$ cat config.mk
export PLATFORM = sky130hd
export DESIGN_NAME = joystick_pos_reader_flat
export DESIGN_NICKNAME = d
export VERILOG_FILES = /design/src/rtl/joystick_pos_reader_if.sv /design/src/rtl/joystick_pos_reader.sv /design/src/flat_wrapper.sv
export SDC_FILE = /design/constraint.sdc
export NUM_CORES = 1
export LEC_CHECK = 0
export CAP_MARGIN = 5
export CORE_ASPECT_RATIO = 0.8
export CORE_UTILIZATION = 60
export CTS_CLUSTER_DIAMETER = 50
export CTS_CLUSTER_SIZE = 16
export DETAILED_ROUTE_END_ITERATION = 8
export HOLD_SLACK_MARGIN = 0.02
export PLACE_DENSITY = 0.89
export SLEW_MARGIN = 20
export SYNTH_ARGS = -nofsm -noshare
export SYNTH_HDL_FRONTEND = slang
export SYNTH_SLANG_ARGS = --single-unit
$ cat constraint.sdc
create_clock -name clk -period 2.9 [get_ports clk]
set_clock_uncertainty 0.05 [all_clocks]
set_input_delay 0.58 -clock clk [delete_from_list [all_inputs] [get_ports clk]]
set_output_delay 0.58 -clock clk [all_outputs]
set_load 0.02 [all_outputs]
$ cat src/rtl/joystick_pos_reader_if.sv
// Joystick pin and sprite-position bundle between the poller and its neighbours.
// master: the poller drives the SPI pins and position outputs; slave: joystick/sprite side.
// Signals: miso, sclk, ss_n, mosi, analog_x, analog_y, sprite_orientation, sample_valid.
interface joystick_pos_reader_if;
    logic        miso;
    logic        sclk;
    logic        ss_n;
    logic        mosi;
    logic [10:0] analog_x;
    logic [10:0] analog_y;
    logic [1:0]  sprite_orientation;
    logic        sample_valid;

    modport master (
        input  miso,
        output sclk, ss_n, mosi, analog_x, analog_y, sprite_orientation, sample_valid
    );

    modport slave (
        output miso,
        input  sclk, ss_n, mosi, analog_x, analog_y, sprite_orientation, sample_valid
    );
endinterface

$ cat src/rtl/joystick_pos_reader.sv
// Purpose: SPI mode-0 master polling a two-axis joystick every POLL_PERIOD cycles,
//          turning deflection into a clamped sprite position and the button into an orientation count.
// Latency: outputs update at the end of the UPDATE cycle that follows the 5th byte; sample_valid pulses 1 cycle.
// Backpressure: none; the position consumer samples whenever it likes, the outputs are stable between polls.
// Ports: clk, reset (sync, active-high), bus (master modport: miso in; sclk/ss_n/mosi and position outputs).
// Option: define JOY_FILTER_EN to low-pass each axis (f += (raw - f) >>> 2) before the deadzone test.
module joystick_pos_reader #(
    parameter int SCLK_HALF   = 50,
    parameter int SS_SETUP    = 1500,
    parameter int BYTE_GAP    = 1000,
    parameter int POLL_PERIOD = 1000000,
    parameter int X_MAX       = 608,
    parameter int Y_MAX       = 448,
    parameter int DEADZONE    = 64,
    parameter int STEP        = 4
) (
    input  logic                  clk,
    input  logic                  reset,
    joystick_pos_reader_if.master bus
);

    localparam logic [2:0] S_IDLE   = 3'd0;
    localparam logic [2:0] S_SETUP  = 3'd1;
    localparam logic [2:0] S_SHIFT  = 3'd2;
    localparam logic [2:0] S_GAP    = 3'd3;
    localparam logic [2:0] S_UPDATE = 3'd4;

    // One shared down-the-line counter serves SETUP, the SCLK half periods and GAP.
    localparam int CNT_MAX = (SS_SETUP > BYTE_GAP)
                           ? ((SS_SETUP > SCLK_HALF) ? SS_SETUP : SCLK_HALF)
                           : ((BYTE_GAP > SCLK_HALF) ? BYTE_GAP : SCLK_HALF);
    localparam int CW = $clog2(CNT_MAX + 1);
    // Extra bit so a transaction longer than the poll period cannot wrap the timer.
    localparam int TW = $clog2(POLL_PERIOD) + 1;

    localparam logic [CW-1:0] SETUP_LAST = CW'(SS_SETUP - 1);
    localparam logic [CW-1:0] HALF_LAST  = CW'(SCLK_HALF - 1);
    localparam logic [CW-1:0] GAP_LAST   = CW'(BYTE_GAP - 1);
    localparam logic [TW-1:0] TIMER_LAST = TW'(POLL_PERIOD - 1);

    localparam logic [7:0]         CMD     = 8'h80;
    localparam logic [10:0]        X_HOME  = 11'(X_MAX / 2);
    localparam logic [10:0]        Y_HOME  = 11'(Y_MAX / 2);
    localparam logic [10:0]        X_LIM   = 11'(X_MAX);
    localparam logic [10:0]        Y_LIM   = 11'(Y_MAX);
    localparam logic signed [11:0] DZ_HI   = 12'(512 + DEADZONE);
    localparam logic signed [11:0] DZ_LO   = 12'(512 - DEADZONE);
    localparam logic signed [11:0] STEP_S  = 12'(STEP);

    logic [2:0]    state;
    logic [TW-1:0] timer;
    logic [CW-1:0] cnt;
    logic [2:0]    bit_idx;
    logic [2:0]    byte_idx;
    logic [7:0]    shreg;
    logic [7:0]    cmd_sh;
    logic          sclk_q;
    logic          ss_n_q;
    logic          mosi_q;
    logic          sample_valid_q;

    // Only the frame bits that carry meaning are kept.
    logic [7:0]    b0;
    logic [1:0]    b1;
    logic [7:0]    b2;
    logic [1:0]    b3;
    logic          btn;
    logic          btn_prev;

    logic [10:0]   pos_x;
    logic [10:0]   pos_y;
    logic [1:0]    orient;

    logic [9:0]    raw_x;
    logic [9:0]    raw_y;
    logic [9:0]    test_x;
    logic [9:0]    test_y;
    logic [10:0]   x_next;
    logic [10:0]   y_next;

    assign raw_x = {b1, b0};
    assign raw_y = {b3, b2};

`ifdef JOY_FILTER_EN
    logic [9:0]         fx;
    logic [9:0]         fy;
    logic signed [11:0] fx_diff;
    logic signed [11:0] fy_diff;
    logic signed [11:0] fx_sum;
    logic signed [11:0] fy_sum;

    always_comb begin
        fx_diff = {2'b00, raw_x} - {2'b00, fx};
        fy_diff = {2'b00, raw_y} - {2'b00, fy};
        fx_sum  = {2'b00, fx} + (fx_diff >>> 2);
        fy_sum  = {2'b00, fy} + (fy_diff >>> 2);
    end

    assign test_x = fx_sum[9:0];
    assign test_y = fy_sum[9:0];
`else
    assign test_x = raw_x;
    assign test_y = raw_y;
`endif

    // Velocity-mode step with saturation; inv flips direction (screen y grows downwards).
    function automatic logic [10:0] axis_next(input logic [10:0] pos, input logic [9:0] val,
                                              input logic inv, input logic [10:0] lim);
        logic signed [11:0] p;
        logic signed [11:0] v;
        logic signed [11:0] m;
        logic signed [11:0] r;
        p = {1'b0, pos};
        v = {2'b00, val};
        m = {1'b0, lim};
        r = p;
        if (v > DZ_HI) begin
            r = inv ? (p - STEP_S) : (p + STEP_S);
        end else if (v < DZ_LO) begin
            r = inv ? (p + STEP_S) : (p - STEP_S);
        end
        if (r < 12'sd0) begin
            r = 12'sd0;
        end else if (r > m) begin
            r = m;
        end
        return r[10:0];
    endfunction

    assign x_next = axis_next(pos_x, test_x, 1'b0, X_LIM);
    assign y_next = axis_next(pos_y, test_y, 1'b1, Y_LIM);

    always_ff @(posedge clk) begin
        if (reset) begin
            state          <= S_IDLE;
            timer          <= '0;
            cnt            <= '0;
            bit_idx        <= '0;
            byte_idx       <= '0;
            shreg          <= '0;
            cmd_sh         <= '0;
            sclk_q         <= 1'b0;
            ss_n_q         <= 1'b1;
            mosi_q         <= 1'b0;
            sample_valid_q <= 1'b0;
            b0             <= '0;
            b1             <= '0;
            b2             <= '0;
            b3             <= '0;
            btn            <= 1'b0;
            btn_prev       <= 1'b0;
            pos_x          <= X_HOME;
            pos_y          <= Y_HOME;
            orient         <= '0;
`ifdef JOY_FILTER_EN
            fx             <= 10'd512;
            fy             <= 10'd512;
`endif
        end else begin
            sample_valid_q <= 1'b0;
            timer          <= timer + 1'b1;

            case (state)
                S_IDLE: begin
                    if (timer >= TIMER_LAST) begin
                        timer  <= '0;
                        ss_n_q <= 1'b0;
                        cnt    <= '0;
                        state  <= S_SETUP;
                    end
                end

                S_SETUP: begin
                    if (cnt == SETUP_LAST) begin
                        cnt      <= '0;
                        bit_idx  <= '0;
                        byte_idx <= '0;
                        mosi_q   <= CMD[7];
                        cmd_sh   <= {CMD[6:0], 1'b0};
                        state    <= S_SHIFT;
                    end else begin
                        cnt <= cnt + 1'b1;
                    end
                end

                S_SHIFT: begin
                    if (cnt == HALF_LAST) begin
                        cnt <= '0;
                        if (!sclk_q) begin
                            // Rising edge: slave changed miso on the previous falling edge.
                            sclk_q <= 1'b1;
                            shreg  <= {shreg[6:0], bus.miso};
                        end else begin
                            sclk_q <= 1'b0;
                            if (bit_idx == 3'd7) begin
                                // shreg already holds all 8 bits from the last rising edge.
                                bit_idx <= '0;
                                mosi_q  <= 1'b0;
                                case (byte_idx)
                                    3'd0:    b0  <= shreg;
                                    3'd1:    b1  <= shreg[1:0];
                                    3'd2:    b2  <= shreg;
                                    3'd3:    b3  <= shreg[1:0];
                                    default: btn <= shreg[0];
                                endcase
                                if (byte_idx == 3'd4) begin
                                    ss_n_q <= 1'b1;
                                    state  <= S_UPDATE;
                                end else begin
                                    byte_idx <= byte_idx + 1'b1;
                                    state    <= S_GAP;
                                end
                            end else begin
                                bit_idx <= bit_idx + 1'b1;
                                mosi_q  <= cmd_sh[7];
                                cmd_sh  <= {cmd_sh[6:0], 1'b0};
                            end
                        end
                    end else begin
                        cnt <= cnt + 1'b1;
                    end
                end

                S_GAP: begin
                    if (cnt == GAP_LAST) begin
                        cnt    <= '0;
                        mosi_q <= CMD[7];
                        cmd_sh <= {CMD[6:0], 1'b0};
                        state  <= S_SHIFT;
                    end else begin
                        cnt <= cnt + 1'b1;
                    end
                end

                S_UPDATE: begin
                    pos_x          <= x_next;
                    pos_y          <= y_next;
                    btn_prev       <= btn;
                    sample_valid_q <= 1'b1;
                    if (btn && !btn_prev) begin
                        orient <= orient + 1'b1;
                    end
`ifdef JOY_FILTER_EN
                    fx <= test_x;
                    fy <= test_y;
`endif
                    state <= S_IDLE;
                end

                default: begin
                    state <= S_IDLE;
                end
            endcase
        end
    end

    assign bus.sclk               = sclk_q;
    assign bus.ss_n               = ss_n_q;
    assign bus.mosi               = mosi_q;
    assign bus.analog_x           = pos_x;
    assign bus.analog_y           = pos_y;
    assign bus.sprite_orientation = orient;
    assign bus.sample_valid       = sample_valid_q;

endmodule

$ cat src/flat_wrapper.sv
// flat-port wrapper written by rule: the top's interface ports become plain ports
module joystick_pos_reader_flat 
#(
    parameter int SCLK_HALF   = 50,
    parameter int SS_SETUP    = 1500,
    parameter int BYTE_GAP    = 1000,
    parameter int POLL_PERIOD = 1000000,
    parameter int X_MAX       = 608,
    parameter int Y_MAX       = 448,
    parameter int DEADZONE    = 64,
    parameter int STEP        = 4
)
  (clk, reset, bus_miso, bus_sclk, bus_ss_n, bus_mosi, bus_analog_x, bus_analog_y, bus_sprite_orientation, bus_sample_valid);
  joystick_pos_reader_if bus_i ();
  input  logic clk;
  input  logic reset;
  input wire logic [$bits(bus_i.miso)-1:0] bus_miso;
  output wire logic [$bits(bus_i.sclk)-1:0] bus_sclk;
  output wire logic [$bits(bus_i.ss_n)-1:0] bus_ss_n;
  output wire logic [$bits(bus_i.mosi)-1:0] bus_mosi;
  output wire logic [$bits(bus_i.analog_x)-1:0] bus_analog_x;
  output wire logic [$bits(bus_i.analog_y)-1:0] bus_analog_y;
  output wire logic [$bits(bus_i.sprite_orientation)-1:0] bus_sprite_orientation;
  output wire logic [$bits(bus_i.sample_valid)-1:0] bus_sample_valid;
  assign bus_i.miso = bus_miso;
  assign bus_sclk = bus_i.sclk;
  assign bus_ss_n = bus_i.ss_n;
  assign bus_mosi = bus_i.mosi;
  assign bus_analog_x = bus_i.analog_x;
  assign bus_analog_y = bus_i.analog_y;
  assign bus_sprite_orientation = bus_i.sprite_orientation;
  assign bus_sample_valid = bus_i.sample_valid;
  joystick_pos_reader #(.SCLK_HALF(SCLK_HALF), .SS_SETUP(SS_SETUP), .BYTE_GAP(BYTE_GAP), .POLL_PERIOD(POLL_PERIOD), .X_MAX(X_MAX), .Y_MAX(Y_MAX), .DEADZONE(DEADZONE), .STEP(STEP)) u_core (.clk(clk), .reset(reset), .bus(bus_i));
endmodule
---- After elaboration in Yosys (flattened, before gate mapping) ----
Cells that the tools add are included.
operators by class
  $add $sub $neg .......................... 9
  $lt $le $gt $ge ......................... 9
  eq/ne operators ......................... 21
  multiplexer cells ....................... 53
  bitwise operators ....................... 2
  reduce and logical (&&, ||, !) cells .... 24
operators with widths
  operator                                                                            number
  11-bit two-way mux                                                                  8
  12-bit two-way mux                                                                  4
  3-bit two-way mux                                                                   15
  11-bit one-hot mux with 4 select lines                                              1
  21-bit two-way mux                                                                  2
  8-bit two-way mux                                                                   5
  5-bit AND reduction                                                                 6
  11-bit by 3-bit adder with 12-bit output (second input constant)                    2
  12-bit by 1-bit < comparator with 1-bit output (second input constant)              2
  8-bit one-hot mux with 3 select lines                                               1
  6-bit AND reduction                                                                 4
  11-bit by 3-bit subtractor with 12-bit output (second input constant)               2
  21-bit by 1-bit adder with 21-bit output (second input constant)                    1
  21-bit by 20-bit >= comparator with 1-bit output (second input constant)            1
  10-bit greater-than comparator (second input constant)                              2
  10-bit by 9-bit < comparator with 1-bit output (second input constant)              2
  2-bit by 1-bit != test with 1-bit output (second input constant)                    7
  3-bit by 2-bit equality test with 1-bit output (second input constant)              4
  12-bit by 10-bit greater-than comparator with 1-bit output (second input constant)  1
  12-bit by 11-bit greater-than comparator with 1-bit output (second input constant)  1
  1-bit two-way mux                                                                   12
  3-bit one-hot mux with 2 select lines                                               2
  3-bit one-hot mux with 4 select lines                                               1
  11-bit by 1-bit adder with 11-bit output (second input constant)                    1
  21 further kinds                                                                    31
storage, ports and cells
  register bits ........................... 107
  bits of input ports ..................... 3
  output and inout port bits .............. 28
  logic and storage cells ................. 138

---- Longest topological paths before layout ----
  word-level depth ........................ 6
  depth in mapped cells ................... 11
  gate-level depth less buffers ........... 10

---- Worst setup path after synthesis ----
Ideal clock, no wire load.
  path kind ............................... flip-flop to flip-flop
  from .................................... reg u_core.pos_y[2], in the netlist u_core.bus.analog_y[2]
  to ...................................... reg u_core.pos_y[2], in the netlist u_core.bus.analog_y[2]
  library setup time ...................... 0.133 ns
  arrival ................................. 2.239 ns
  required time ........................... 2.717 ns
  path slack .............................. 0.478 ns
  stages on the path, launching flop included .. 11
  buffers on the path ..................... 0
  clock period less this slack ............ 2.422 ns
  cells stage by stage .................... dfxtp_1 -> inv_1 -> ha_1 -> or3b_1 -> nor3_1 -> a211oi_1 -> a31oi_1 -> a21oi_1 -> a311o_2 -> o2111ai_1 -> a31oi_1
on the way
  word-level cells in the longest chain between the ends .. 6
  elaborated cells between the ends (all ways) .. 8
RTL lines
  element                                                     RTL line                    text
  start, declared                                             joystick_pos_reader.sv:71   logic [10:0] pos_y;
  start signal, assigned                                      joystick_pos_reader.sv:237  pos_y <= y_next;
  11-bit by 3-bit adder with 12-bit output                    n/a
  12-bit two-way mux                                          joystick_pos_reader.sv:119  end else if (v < DZ_LO) begin
  12-bit two-way mux *                                        joystick_pos_reader.sv:117  if (v > DZ_HI) begin
  12-bit by 10-bit greater-than comparator with 1-bit output  joystick_pos_reader.sv:124  end else if (r > m) begin
  11-bit two-way mux                                          joystick_pos_reader.sv:124
  11-bit two-way mux *                                        joystick_pos_reader.sv:122  if (r < 12'sd0) begin
Every way passes the cells marked *; elsewhere a longest branch is shown, timed or not.
A chain may end at the register's enable or synchronous reset.

---- Worst setup path in the final report ----
  from .................................... reg u_core.cnt[0]
  to ...................................... reg u_core.b2[4]
on the way
  word-level cells in the longest chain between the ends .. 2
RTL lines
  element                                          RTL line                    text
  start, declared                                  joystick_pos_reader.sv:52   logic [CW-1:0] cnt;
  start signal, assigned                           joystick_pos_reader.sv:182  cnt <= cnt + 1'b1;
  start signal, assigned                           joystick_pos_reader.sv:220  cnt <= cnt + 1'b1;
  start signal, assigned                           joystick_pos_reader.sv:231  cnt <= cnt + 1'b1;
  11-bit by 6-bit equality test with 1-bit output  joystick_pos_reader.sv:187  if (cnt == HALF_LAST) begin
  5-bit AND reduction (no source line)             n/a
  end signal, assigned                             joystick_pos_reader.sv:202  3'd2: b2 <= shreg;
  end, declared                                    joystick_pos_reader.sv:65   logic [7:0] b2;
Every way passes these cells.

==> results.yml <==
die:
  dieArea_sq_um: 8900
  core_sq_um: 8090
  dieWidth_um: 105
  die_h_um: 84.6
  start_util_pct: 63.2
  ioPinCount: 31
  rows: 29
final_layout:
  antennaDiodeCount: 0
  drive_above_1_share_pct: 6.70
  post-route-util_pct: 68.7
  fin_nets: 654
  syn2layout_area_growth_pct: 8.56
setup_path:
  crit_chain: "ha_1 -> nor4b_1 -> nand4_1 -> or3_1 -> nor2_2 -> and2_1 -> mux2i_1 -> nor2_1"
  crit_slowest_cell: "or3_1"
  cp.required_ns: 3.11
  critPathMaxStageDelay_ns: 0.48
  worst_setup_path_end_kind: "flop"
  worstPathArrival_ns: 2.93
  cp_num_buf_inv: 0
  worstPathMaxFanout: 8
  setup.worst_path.start_class: "flop"
  cpLargestDelayFamily: "simple AND/OR/NAND/NOR gates"
  path_class: "flop to flop"
route:
  vias_per_cell: 5.98
  routedWlPerCell_um: 14.6
  ant_nets: 0
  dr.first_iter.drc_count: 391
  dr.pass1.iters: 5
  drc_errors: 0
  wl_mm: 11.0
  vias: 4484
synthesis:
  muxShareOfSynthArea_pct: 5.48
  synthArstFlopShare_pct: 0
  syn_inst: 623
  synth_xor_area_share_pct: 6.16
  synth.area.top_cells: "dfxtp_1 37%, nor2_1 7.0%, mux2i_1 5.5%"
  synth_top_flop_cell: "dfxtp_1"
  yosysWarnings: 0
  yosysTopAreaCell: "dfxtp_1"
  ys_seq_area_share_pct: 37.2
  synth-edff-count: 0
  ys_types: 73
  synth_compound_area_share_pct: 15.9
  syn_area_sq_um: 5120
  synth.top_cell.area_share_pct: 37.2
  synth_seq_cells: 95
  synth_top_family_by_area: "simple AND/OR/NAND/NOR gates"
  synthAdderAreaFrac_pct: 3.42
  synthSimpleGateAreaFrac_pct: 26.5
  syn_area_per_cell_sq_um: 8.21
clock_network:
  h-tree-depth: 3
  cts_hold_buf: 0
  clock_sinks: 95
  cts_buffers: 9
  root_buffer: "clkbuf_8"
  clk_pin_slew_ns: 0.10
  clk_latency_ns: 0.37
  clockBufferDepth: 2
  post_cts_resized: 0
  post_cts_buffers: 0
  cts_tree: "done"
power:
  p_switching_uw: 495
  p_total_uw: 2150
  power_density_nw_per_um2: 388
  p_comb_share_pct: 1.8
  ir_worst_vdd_v: 0.000472
  swShare_pct: 23.0
  seq_power_share_pct: 60.9
  leakage_uw: 0.00195
  p_int_uw: 1660
  power_frac_clock_pct: 37.4
run_status:
  status: "finished clean"
timing:
  period_share_pct: 93.9
  setup_viol_count_final: 0
  timing.fmax_mhz: 367
  worst_pin_slew_ns: 0.666
  relSlewSlack_pct: 55.6
  period_minus_slack_ns: 2.72
  hold_violations: 0
  drv_slew: 0
  rsz0062_at_grt: "no"
  finalSetupTns_ns: 0
place:
  io_buffers: 26
  gp_congestion: 0.912
  hpwl_mm: 7.95
global_route:
  grtUsageTotal_pct: 26.2
  first_global_vias: 4143
  grt_pass1_wl_mm: 18.9
  overflow: 0
  grt_start_max_net_pins: 45
  antenna_found_initial: 0
min_path:
  hold_class: "flop to flop"
flow_run:
  cap_violations: 0
## synth_stat cells, drive strengths merged, types with 3 or more instances
master and count:
nor2 98, dfxtp 95, nand2 54, a21oi 38, nand3 33, mux2i 28, xor2 23, inv 21
nor3 20, o21ai 19, clkbuf 16, buf 15, ha 14, xnor2 13, nand4 12, and2 11
and3 11, nor4 9, a31oi 8, o211ai 7, a21o 6, o31ai 6, nand2b 5, a211oi 4
or3 4, a21boi 3, a2bb2oi 3, a31o 3, nor2b 3, nor3b 3
## final timing paths
path                                                     start                              to  cells past startpoint  slack, ns
worst max-delay path                u_core.cnt[0]$_SDFFE_PP0P_       u_core.b2[4]$_SDFFE_PP0P_                      8       0.18
worst min-delay path            u_core.bit_idx[2]$_SDFFE_PP0P_  u_core.bit_idx[2]$_SDFFE_PP0P_                      2       0.42
worst max register to register      u_core.cnt[0]$_SDFFE_PP0P_       u_core.b2[4]$_SDFFE_PP0P_                      8       0.18
worst min register to register  u_core.bit_idx[2]$_SDFFE_PP0P_  u_core.bit_idx[2]$_SDFFE_PP0P_                      2       0.42
## worst min-delay path: cells and delay by family, from the launching register on
kind,cells,cell delay (ns)
simple gates,1,0.05
compound gates,1,0.05
flops,1,0.33
## final cells by class
| class | count | area, sq um |
|---|---|---|
| Fill cell | 655 | 2540 |
| Sequential cell | 95 | 1900 |
| Clock buffer | 11 | 141 |
| Clock inverter | 5 | 40.0 |
| Inverter | 21 | 78.8 |
| Tap cell | 108 | 135 |
| Multi-Input combinational cell | 478 | 2960 |
| Timing Repair Buffer | 32 | 300 |
## sequential cells by signal, indices dropped and copies added (netlist names), 2 cells and up
signal,flops
u_core.timer,21
u_core.cnt,11
u_core.b0,8
u_core.b3,2
u_core.b2,8
u_core.state,3
u_core.bus.sprite_orientation,2
u_core.bit_idx,3
u_core.byte_idx,3
u_core.bus.analog_y,9
u_core.shreg,8
u_core.b1,2
u_core.bus.analog_x,9
## power by group through the flow
stage          Clock, uW  Sequential (uW)  Combinational [uW]
2_1_floorplan          0             1340                34.2
3_3_place_gp           0             1340                37.0
3_5_place_dp           0             1340                37.8
4_1_cts              824             1310                38.0
5_1_grt              877             1310                42.5
6_report             805             1310                37.8
## placed cells by master (no fill, tap or decap), types with 4 or more instances in the layout
master | Yosys | final
inv_1 | 21 | 21
or3_1 | 4 | 4
nand2b_1 | 5 | 5
clkbuf_8 | 2 | 10
nor2_1 | 96 | 96
ha_1 | 14 | 14
nand2_1 | 54 | 54
xor2_1 | 23 | 23
nor3_1 | 20 | 20
a211oi_1 | 4 | 4
a21o_1 | 6 | 6
buf_4 | 7 | 6
mux2i_1 | 28 | 28
nand3_1 | 32 | 32
nor4_1 | 6 | 6
a21oi_1 | 38 | 38
and2_1 | 9 | 9
nand4_1 | 12 | 12
clkdlybuf4s50_1 | 0 | 25
o211ai_1 | 7 | 7
o21ai_0 | 19 | 19
dfxtp_1 | 95 | 95
o31ai_1 | 5 | 5
a31oi_1 | 8 | 8
conb_1 | 1 | 4
xnor2_1 | 13 | 13
and3_1 | 11 | 11
## stage by stage
step	hold WS [ns]	setup slack, ns	cell area (sq um)	instances
2_1_floorplan	0.386	0.478	5130	626
3_3_place_gp	0.394	0.393	5370	734
3_5_place_dp	0.400	0.189	5370	734
4_1_cts	0.420	0.194	5560	750
5_1_grt	0.441	0.00367	5560	750
6_report	0.420	0.178	5560	750
## metal layers
metal | vias to the layer above | share of wire, % | track usage [%]
met5 | - | 0 | 0
met4 | 0 | 1.4 | 7.94
met3 | 15 | 6.9 | 6.06
met2 | 166 | 46 | 42.4
met1 | 2076 | 46 | 34.7
li1 | 2227 | - | -
## logic make-up after synthesis
group / after synthesis
other: 1
xor gates and xnor gates: 36
buffers and inverters: 53
muxes: 28
DFF: 95
adders and majority gates: 14
and+or+nand+nor: 275
AOI/OAI and AO/OA: 121
(Power assumes the default switching activity.)
